`config.mk`:
```
export PLATFORM = sky130hd
export DESIGN_NAME = crc_serial_gen
export DESIGN_NICKNAME = d
export VERILOG_FILES = /design/src/rtl/crc_serial_gen.sv
export SDC_FILE = /design/constraint.sdc
export NUM_CORES = 1
export LEC_CHECK = 0
export CELL_PAD_IN_SITES_DETAIL_PLACEMENT = 1
export CELL_PAD_IN_SITES_GLOBAL_PLACEMENT = 2
export CORE_ASPECT_RATIO = 0.9
export CORE_UTILIZATION = 37
export DETAILED_ROUTE_END_ITERATION = 16
export GPL_TIMING_DRIVEN = 0
export PLACE_DENSITY = 0.8
export SLEW_MARGIN = 20
export SYNTH_ARGS = -nofsm -noshare
export SYNTH_HDL_FRONTEND = slang
export SYNTH_SLANG_ARGS = --single-unit
```
`constraint.sdc`:
```
create_clock -name CLK -period 2.3 [get_ports CLK]
set_clock_uncertainty 0.15 [all_clocks]
set_input_delay 0.46 -clock CLK [delete_from_list [all_inputs] [get_ports CLK]]
set_output_delay 0.46 -clock CLK [all_outputs]
set_load 0.05 [all_outputs]
```
`src/rtl/crc_serial_gen.sv`:
```
// Bit-serial Galois-LFSR CRC generator: absorbs a framed serial stream, then shifts the CRC out LSB first.
// Optional receive-side check (Done/Err, CHK_MODE input) is built when CRC_CHECK_EN is defined.
module crc_serial_gen #(
  parameter int                CRC_WD = 8,
  parameter logic [CRC_WD-1:0] TAPS   = CRC_WD'(8'h07),
  parameter logic [CRC_WD-1:0] SEED   = CRC_WD'(8'hD8)
) (
  input  logic CLK,
  input  logic RST,
  input  logic DATA,
  input  logic ACTIVE,
`ifdef CRC_CHECK_EN
  input  logic CHK_MODE,
  output logic Done,
  output logic Err,
`endif
  output logic CRC,
  output logic Valid,
  output logic Busy
);

  localparam int            CW   = $clog2(CRC_WD + 1);
  localparam logic [CW-1:0] LAST = CW'(CRC_WD - 1);

  typedef enum logic [1:0] {IDLE, SHIFT_IN, SHIFT_OUT} state_t;

  state_t            state, state_nx;
  logic [CRC_WD-1:0] r, r_nx, r_abs;
  logic [CW-1:0]     cnt, cnt_nx;
  logic              crc_nx, valid_nx;
  logic              fb;

  // One absorbing step of the Galois LFSR; feedback always lands in the top bit.
  always_comb begin
    fb    = DATA ^ r[0];
    r_abs = {fb, r[CRC_WD-1:1] ^ ({(CRC_WD-1){fb}} & TAPS[CRC_WD-2:0])};
  end

  always_ff @(posedge CLK or posedge RST) begin
    if (RST) begin
      state <= IDLE;
      r     <= SEED;
      cnt   <= '0;
      CRC   <= 1'b0;
      Valid <= 1'b0;
    end else begin
      state <= state_nx;
      r     <= r_nx;
      cnt   <= cnt_nx;
      CRC   <= crc_nx;
      Valid <= valid_nx;
    end
  end

  always_comb begin
    state_nx = state;
    r_nx     = r;
    cnt_nx   = cnt;
    crc_nx   = 1'b0;
    valid_nx = 1'b0;
    unique case (state)
      IDLE: begin
        r_nx = SEED;
        if (ACTIVE) begin
          r_nx     = r_abs;
          state_nx = SHIFT_IN;
        end
      end
      SHIFT_IN: begin
        if (ACTIVE) begin
          r_nx = r_abs;
        end else begin
          // The first CRC bit is presented on the same edge that ends the frame.
          state_nx = SHIFT_OUT;
          cnt_nx   = '0;
          crc_nx   = r[0];
          valid_nx = 1'b1;
          r_nx     = r >> 1;
        end
      end
      SHIFT_OUT: begin
        if (cnt == LAST) begin
          state_nx = IDLE;
          r_nx     = SEED;
          cnt_nx   = '0;
        end else begin
          crc_nx   = r[0];
          valid_nx = 1'b1;
          r_nx     = r >> 1;
          cnt_nx   = cnt + 1'b1;
        end
      end
      default: state_nx = IDLE;
    endcase
  end

  assign Busy = (state != IDLE);

`ifdef CRC_CHECK_EN
  logic chk, flag, mis;

  // DATA carries the received CRC bit during each cycle a CRC bit is presented.
  assign mis = chk & (DATA ^ CRC);

  always_ff @(posedge CLK or posedge RST) begin
    if (RST) begin
      chk  <= 1'b0;
      flag <= 1'b0;
      Done <= 1'b0;
      Err  <= 1'b0;
    end else begin
      Done <= 1'b0;
      Err  <= 1'b0;
      if (state == SHIFT_IN && !ACTIVE) begin
        chk  <= CHK_MODE;
        flag <= 1'b0;
      end else if (state == SHIFT_OUT) begin
        if (mis) flag <= 1'b1;
        if (cnt == LAST) begin
          Done <= 1'b1;
          Err  <= flag | mis;
        end
      end
    end
  end
`endif

endmodule

```
==> results of run 1 <==
-- cells in the mapped netlist, types with 2 or more instances --
master	n	area [um2]
ha_1	6	75.07
inv_1	8	30.03
a21oi_1	6	30.03
o31ai_1	2	15.01
dfrtp_1	12	300.3
mux2_2	2	22.52
nor2_1	4	15.01
nor3b_1	2	15.01
xor3_1	3	71.32
o211ai_1	4	30.03
nand3b_1	2	15.01
a22oi_1	2	15.01
nand2_1	9	33.78
nand3_1	2	10.01
mux2i_1	2	20.02
a211oi_1	2	15.01
nand4b_1	2	17.52
o21ai_0	6	30.03
buf_2	2	10.01
nor2b_1	3	18.77
dfstp_2	4	105.1
-- cells in the final DEF, fill, tap and decap left out, drive strengths merged, types with 4 or more instances in the layout --
master         Yosys  layout
clkdlybuf4s50      0       5
clkbuf             2       6
a21oi              6       6
nand2              9       9
ha                 6       6
buf                4       4
dfstp              4       4
dfrtp             12      12
inv                8       8
o211ai             4       4
o21ai              6       6
nor2               4       4
-- worst paths after layout --
path	from	to	slack, ns	depth (start not counted)
worst max-delay path	state[0]	Busy	0.12	4
max in group asynchronous	RST	cnt[1]	1.19	2
worst min-delay path	r[7]	r[7]	0.35	2
worst min register to register	r[7]	r[7]	0.35	2
min in group asynchronous	RST	cnt[3]	0.40	2
worst max register to register	state[1]	state[0]	0.37	5
-- cell type report --
type                       instances  share of cell area (%)
buffer                             6                   3.799
multi-input combinational         74                   48.46
clock buffer                       4                   2.977
inverter                           8                   2.464
sequential                        16                   33.26
timing repair buffer               6                   4.928
tap                               40                   4.107
-- logic make-up (layout without fill, tap and decap cells) --
family	after synthesis	count (layout)	share of synthesized area, %
AND/OR/NAND/NOR	30	30	17.04
AO/OA/AOI/OAI	29	29	18.79
flip-flops	16	16	37.81
buffers and inverters	14	24	7.118
adder cells (fa/ha/maj)	6	6	7.001
XOR/XNOR	5	5	8.285
multiplexers	4	4	3.967
-- what timing repair did --
item,in CTS,in global routing
gates resized for setup,1,1
setup endpoints to repair,1,1
endpoints found under the hold margin,0,0
gates cloned,0,0
-- through the flow --
| step | cells | total power, mW |
|---|---|---|
| 5_1_grt | 154 | 1.733 |
| 4_1_cts | 154 | 1.628 |
| 3_5_place_dp | 150 | 1.438 |
| 3_3_place_gp | 150 | 1.404 |
| 2_1_floorplan | 104 | 1.206 |
| 6_report | 154 | 1.610 |
-- flip-flops by register name (all words and copies together) (netlist names) --
register / count
state: 2
r: 8
CRC: 1
cnt: 4
Valid: 1
-- per-layer routing --
layer	track usage [%]	share of wire (%)	up-vias
met2	27.46	47	7
met5	0	0	-
met4	2.381	0.51	0
met1	22.44	49	417
li1	-	-	391
met3	5.623	2.8	2
-- power by group through the flow --
stage | combinational, mW | sequential, mW | clock, mW
2_1_floorplan | 0.671 | 0.535 | 0
3_3_place_gp | 0.886 | 0.518 | 0
3_5_place_dp | 0.913 | 0.525 | 0
4_1_cts | 0.908 | 0.521 | 0.198
5_1_grt | 0.990 | 0.536 | 0.207
6_report | 0.900 | 0.519 | 0.191
-- critical path: stages (launching register included) --
cell	delay, ns
dfrtp_1	0.41
inv_1	0.09
ha_1	0.23
inv_1	0.06
clkdlybuf4s15_1	0.48
==> results.cfg, run 1 <==
[outcome]
status = complete, no violations

[sta]
setup_tns_ns = 0
min_period_over_period_pct = 94.91
holdWs_ns = 0.3536
setup_violations = 0
rsz0062_at_grt = false
slew_violations = 0
fmax_mhz = 458.1
final-hold-violation-count = 0
worst_slack_ns = 0.1170
fin_crit_ns = 2.183
max-slew-margin-rel_pct = 56.40
tightest_slew_ns = 0.6532

[power]
pwr-share-clk_pct = 11.9
swShare_pct = 43.20
ir_worst_vdd_mv = 0.7081
switchingPower_mw = 0.6953
p_per_area_nw_per_um2 = 1321
intPower_mw = 0.9142
pwr-share-comb_pct = 55.9
p_leak_nw = 0.5476
pwr-share-seq_pct = 32.2

[global_routing]
grt_pass1_vias = 810
overflow = 0
grt_usage_pct = 16.96
grt_max_degree = 17
antenna_found_initial = 0
grt_pass1_wl_um = 3843

[drt]
post_drt_wl_per_cell_um = 15.33
wirelength_um = 2361
drtAntennaViolNets = 0
drtIter0Drc = 8
via_per_inst = 5.305
drc_errors = 0
vias = 817
dr.pass1.iters = 3

[placed_design]
post-dp-hpwl_um = 1736
gp_congestion = 0.7069
dp_slack_ns = 0.1264
place_area_um2 = 1182
port_buffers = 6

[floorplanning]
die_y_um = 53.07
die_x_um = 58.75
num_rows = 18
io_pins = 7
coreArea_um2 = 2748
start_util_pct = 39.03
dieArea_um2 = 3118

[clock_tree]
clk_pin_slew_ns = 0.10
tritoncts = built
cts_root_buffer = clkbuf_4
clk_latency_ns = 0.29
postCtsSetupBuffers = 0
ctsHoldBuffers = 0
htreeDepth = 1
cts_num_sinks = 16
clk_path_buf_depth = 2
numCtsBuffers = 3

[synth]
syn_inst = 104
synth_cell_types = 40
synth-edff-count = 0
yosysSeqAreaShare_pct = 37.81
avgSynthCellArea_um2 = 10.31
ys_async_sr_fraction_pct = 100.0
synth-seq-cells = 16
yosys_warnings = 0
syn-cell-area_um2 = 1072
syn_nets = 114
synth_flop_cell = dfrtp_1

[critical_path]
worstPathArrival_ns = 1.57
end_kind = primary output
crit_path_start_kind = flop
critPathMaxFanout = 4
worstSetupPathType = flop to primary output
crit_required_ns = 1.69

[worst_hold_path]
hp-class = flop to flop

[finish]
fin_area_um2 = 1219
nFillCells = 324
multi_input_comb_area_um2 = 590.6
synthToLayoutAreaGrowth_pct = 13.65
drive_gt1_share_pct = 15.79
final-seq-area_um2 = 405.4
diodes = 0
finalCoreUtilization_pct = 44.35
nNetsFinal = 125

[run]
timing.max_cap.violations = 0
Power figures use the tool's default switching activity.
==> run 2: changes to the inputs <==
--- a/config.mk
+++ b/config.mk
@@ -5,13 +5,14 @@
 export SDC_FILE = /design/constraint.sdc
 export NUM_CORES = 1
 export LEC_CHECK = 0
+export CAP_MARGIN = 20
 export CELL_PAD_IN_SITES_DETAIL_PLACEMENT = 1
 export CELL_PAD_IN_SITES_GLOBAL_PLACEMENT = 2
 export CORE_ASPECT_RATIO = 0.9
-export CORE_UTILIZATION = 37
+export CORE_UTILIZATION = 40
 export DETAILED_ROUTE_END_ITERATION = 16
 export GPL_TIMING_DRIVEN = 0
-export PLACE_DENSITY = 0.8
+export PLACE_DENSITY = 0.86
 export SLEW_MARGIN = 20
 export SYNTH_ARGS = -nofsm -noshare
 export SYNTH_HDL_FRONTEND = slang
==> constraint.sdc (replaced) <==
create_clock -name CLK -period 2.78 [get_ports CLK]
set_clock_uncertainty 0.15 [all_clocks]
set_input_delay 0.556 -clock CLK [delete_from_list [all_inputs] [get_ports CLK]]
set_output_delay 0.556 -clock CLK [all_outputs]
set_load 0.05 [all_outputs]
==> results.cfg, run 2 (same netlist as run 1, synthesis figures left out) <==
[global_routing]
grt_max_degree = 17
grt_pass1_wl_um = 4195
antenna_found_initial = 0
overflow = 0
grt_usage_pct = 19.59
grt_pass1_vias = 848

[power]
switchingPower_mw = 0.5899
intPower_mw = 0.7601
pwr-share-clk_pct = 12.0
swShare_pct = 43.69
ir_worst_vdd_mv = 0.8560
power_mw = 1.350
pwr-share-comb_pct = 56.1
pwr-share-seq_pct = 32.0
p_leak_nw = 0.5470
p_per_area_nw_per_um2 = 1122

[floorplanning]
coreArea_um2 = 2489
io_pins = 7
start_util_pct = 43.09
die_y_um = 51.12
num_rows = 17
die_x_um = 56.58
dieArea_um2 = 2892

[finish]
nNetsFinal = 125
diodes = 0
final_common_cell = dfrtp_1
fin_cells = 142
top_regs = r: 8 flops, cnt: 4 flops, state: 2 flops
synthToLayoutAreaGrowth_pct = 12.25
drive_gt1_share_pct = 15.79
nFillCells = 277
final_cell_mix = dfrtp_1, nand2_1, inv_1
largest_register_ffs = 8
top_register = r

[clock_tree]
htreeDepth = 1
postCtsSetupBuffers = 0
clk_pin_slew_ns = 0.11
ctsResizeCount = 0
clk_path_buf_depth = 2
ctsHoldBuffers = 0
clk_latency_ns = 0.30
numCtsBuffers = 3
cts_root_buffer = clkbuf_4
tritoncts = built
cts_num_sinks = 16

[drt]
drtAntennaViolNets = 0
dr.pass1.iters = 3
vias = 830
post_drt_wl_per_cell_um = 17.23
drtIter0Drc = 11
drc_errors = 0
via_per_inst = 5.845
wirelength_um = 2447

[placed_design]
gp_congestion = 0.6983
port_buffers = 6
dp_slack_ns = 0.4864
post-dp-hpwl_um = 1797
dp_cells = 138

[sta]
final-hold-violation-count = 0
fin_crit_ns = 2.595
setup_violations = 0
setup_tns_ns = 0
rsz0062_at_grt = false
min_period_over_period_pct = 93.34
slew_violations = 0
worst_slack_ns = 0.1851
max-slew-margin-rel_pct = 59.00
fmax_mhz = 385.4
tightest_slew_ns = 0.6143

[critical_path]
crit_top_cell = inv_1
crit_path_start_kind = flop
crit_slowest_cell = clkdlybuf4s50_1
worstPathArrival_ns = 1.89
worstSetupPathType = flop to primary output
critPathMaxFanout = 4
slowest_delay_ns = 0.79
crit_required_ns = 2.07
end_kind = primary output
cp_cell_sequence = inv_1 > ha_1 > inv_1 > clkdlybuf4s50_1

[run]
timing.max_cap.violations = 0

[outcome]
status = complete, no violations

[worst_hold_path]
hp-class = flop to flop
==> run 2: cell types whose count changed in the layout (fill, tap and decap cells not counted), sizes merged <==
cell           before  now
clkdlybuf4s15       1    0
clkdlybuf4s50       5    6
==> run 2: final timing paths <==
check,cells past startpoint,startpoint,slack (ns),endpoint
setup / recovery,4,state[0],0.19,Busy
min in group asynchronous,2,RST,0.47,cnt[1]
max in group asynchronous,2,RST,1.61,state[0]
hold reg to reg,2,r[5],0.36,r[5]
setup reg to reg,5,state[1],0.89,state[0]
hold / removal,2,r[5],0.36,r[5]
==> run 2: final cells by class <==
type / instances / area (um2) / share of cell area [%]
Multi-Input combinational cell: 74 / 590.6 / 49.06
Sequential cell: 16 / 405.4 / 33.68
Timing Repair Buffer: 6 / 60.06 / 4.990
Buffer: 6 / 46.29 / 3.846
Clock buffer: 4 / 36.28 / 3.015
Tap cell: 28 / 35.03 / 2.911
Inverter: 8 / 30.03 / 2.495
==> run 2: power by group through the flow <==
stage	Sequential, mW	Combinational (mW)	Clock [mW]
2_1_floorplan	0.442	0.555	0
3_3_place_gp	0.428	0.730	0
3_5_place_dp	0.437	0.768	0
4_1_cts	0.433	0.772	0.165
5_1_grt	0.448	0.838	0.174
6_report	0.432	0.757	0.161
==> run 2: per-stage QoR <==
step	utilization (%)	instance area, um2	hold slack (ns)
after CTS	48.37	1204	0.3601
after global routing	48.37	1204	0.3708
after detailed placement	46.91	1167	0.3414
after global placement	46.91	1167	0.3144
final	48.37	1204	0.3579
after floorplan	-	1072	0.2954
==> run 2: worst max-delay path: cells and delay by family, from the launching register on <==
| kind | cells | cell delay, ns |
|---|---|---|
| DFF | 1 | 0.41 |
| adders and majority gates | 1 | 0.24 |
| buffers and inverters | 3 | 0.95 |
==> run 2: routing by layer <==
layer,part of all wire (%),track usage [%],vias up
li1,-,-,398
met4,0.41,3.659,0
met1,46,25.40,423
met3,2.5,5.316,2
met2,51,33.14,7
met5,0,0,-
==> run 3: changes to the inputs <==
--- a/config.mk
+++ b/config.mk
@@ -8,7 +8,6 @@
 export CAP_MARGIN = 20
 export CELL_PAD_IN_SITES_DETAIL_PLACEMENT = 1
 export CELL_PAD_IN_SITES_GLOBAL_PLACEMENT = 2
-export CORE_ASPECT_RATIO = 0.9
 export CORE_UTILIZATION = 40
 export DETAILED_ROUTE_END_ITERATION = 16
 export GPL_TIMING_DRIVEN = 0
==> results.cfg, run 3 (same netlist as run 1, synthesis figures left out) <==
[global_routing]
grt_pass1_vias = 828
antenna_found_initial = 0
grt_pass1_wl_um = 3967
grt_usage_pct = 19.55
grt_max_degree = 17
overflow = 0

[worst_hold_path]
hp-start = r[7]
min_to = r[7]
hp-class = flop to flop
min_delay_path_depth = 2

[finish]
nNetsFinal = 125
synthToLayoutAreaGrowth_pct = 12.49
drive_gt1_share_pct = 15.79
top_regs = r: 8 flops, cnt: 4 flops, state: 2 flops
nFillCells = 285
final-seq-area_um2 = 405.4
largest_register_ffs = 8
top_register = r
diodes = 0
final_common_cell = dfrtp_1
multi_input_comb_area_um2 = 590.6
final_cell_mix = dfrtp_1, nand2_1, inv_1

[critical_path]
r2r_cells = 5
crit_path_start_kind = flop
worstSetupPathType = flop to primary output
worstPathArrival_ns = 1.90
end_kind = primary output
reg2reg_to = state[0]
regToRegSetupSlack_ns = 0.87
r2r_start = state[1]
crit_required_ns = 2.07
critPathMaxFanout = 4

[clock_tree]
postCtsSetupBuffers = 0
cts_root_buffer = clkbuf_4
ctsResizeCount = 0
clk_path_buf_depth = 2
clk_pin_slew_ns = 0.11
clk_latency_ns = 0.29
numCtsBuffers = 3
tritoncts = built
cts_num_sinks = 16
htreeDepth = 1
ctsHoldBuffers = 0

[sta]
max-slew-margin-rel_pct = 55.83
fin_crit_ns = 2.602
slew_violations = 0
holdWs_ns = 0.3463
tightest_slew_ns = 0.6618
final-hold-violation-count = 0
min_period_over_period_pct = 93.60
setup_tns_ns = 0
fmax_mhz = 384.3
setup_violations = 0
rsz0062_at_grt = false

[placed_design]
post-dp-hpwl_um = 1751
port_buffers = 6
gp_congestion = 0.7927

[drt]
via_per_inst = 5.618
dr.pass1.iters = 4
vias = 809
drtAntennaViolNets = 0
post_drt_wl_per_cell_um = 16.74
drc_errors = 0
drtIter0Drc = 12
wirelength_um = 2410

[floorplanning]
die_y_um = 53.78
coreArea_um2 = 2500
dieArea_um2 = 2892
num_rows = 18
start_util_pct = 42.89
io_pins = 7
die_x_um = 53.78

[power]
p_per_area_nw_per_um2 = 1110
ir_worst_vdd_mv = 0.6416
p_leak_nw = 0.5470

[run]
timing.max_cap.violations = 0

[outcome]
status = complete, no violations
-- run 3: cell counts in the layout (fill, tap and decap cells not counted) --
Identical to the previous run, type by type.
-- run 3: per-stage QoR --
step	cells	power, mW	utilization, %	cell area, um2	setup slack [ns]
global placement	140	1.151	46.80	1170	0.5439
CTS	144	1.355	48.25	1206	0.1521
global route	144	1.449	48.25	1206	0.07327
detailed placement	140	1.191	46.80	1170	0.4874
finish	144	1.339	48.25	1206	0.1779
floorplan	104	0.9974	-	1072	1.093
-- run 3: final cells by class --
class	instances	area share (%)
Sequential cell	16	33.61
Multi-Input combinational cell	74	48.96
Clock buffer	4	3.008
Inverter	8	2.490
Buffer	6	3.838
Tap cell	30	3.112
Timing Repair Buffer	6	4.979
-- run 3: worst max-delay path, cell delays in order, from the launching register on --
cell and delay (ns):
dfrtp_1 0.41, inv_1 0.10, ha_1 0.24, inv_1 0.06, clkdlybuf4s50_1 0.80
-- run 3: layer usage --
layer,vias up,wire length (um),track usage (%)
li1,394,-,-
met1,409,1178,23.92
met2,4,1178,33.95
met3,2,24,1.977
met4,0,27,9.211
met5,-,0,0
-- run 3: worst max-delay path by stage --
stage / cells past startpoint / to / slack (ns) / startpoint
floorplan: 5 / state[0] / 1.09 / state[1]
global placement: 4 / Busy / 0.54 / state[1]
detailed placement: 4 / Busy / 0.49 / state[0]
CTS: 4 / Busy / 0.15 / state[0]
global route: 4 / Busy / 0.07 / state[0]
finish: 4 / Busy / 0.18 / state[0]
-- run 3: power breakdown --
group | internal, mW | total [mW] | switching (mW) | leakage [nW]
Clock | 0.0797 | 0.163 | 0.0836 | 0.0210
Combinational | 0.329 | 0.749 | 0.420 | 0.326
Sequential | 0.351 | 0.426 | 0.0748 | 0.200
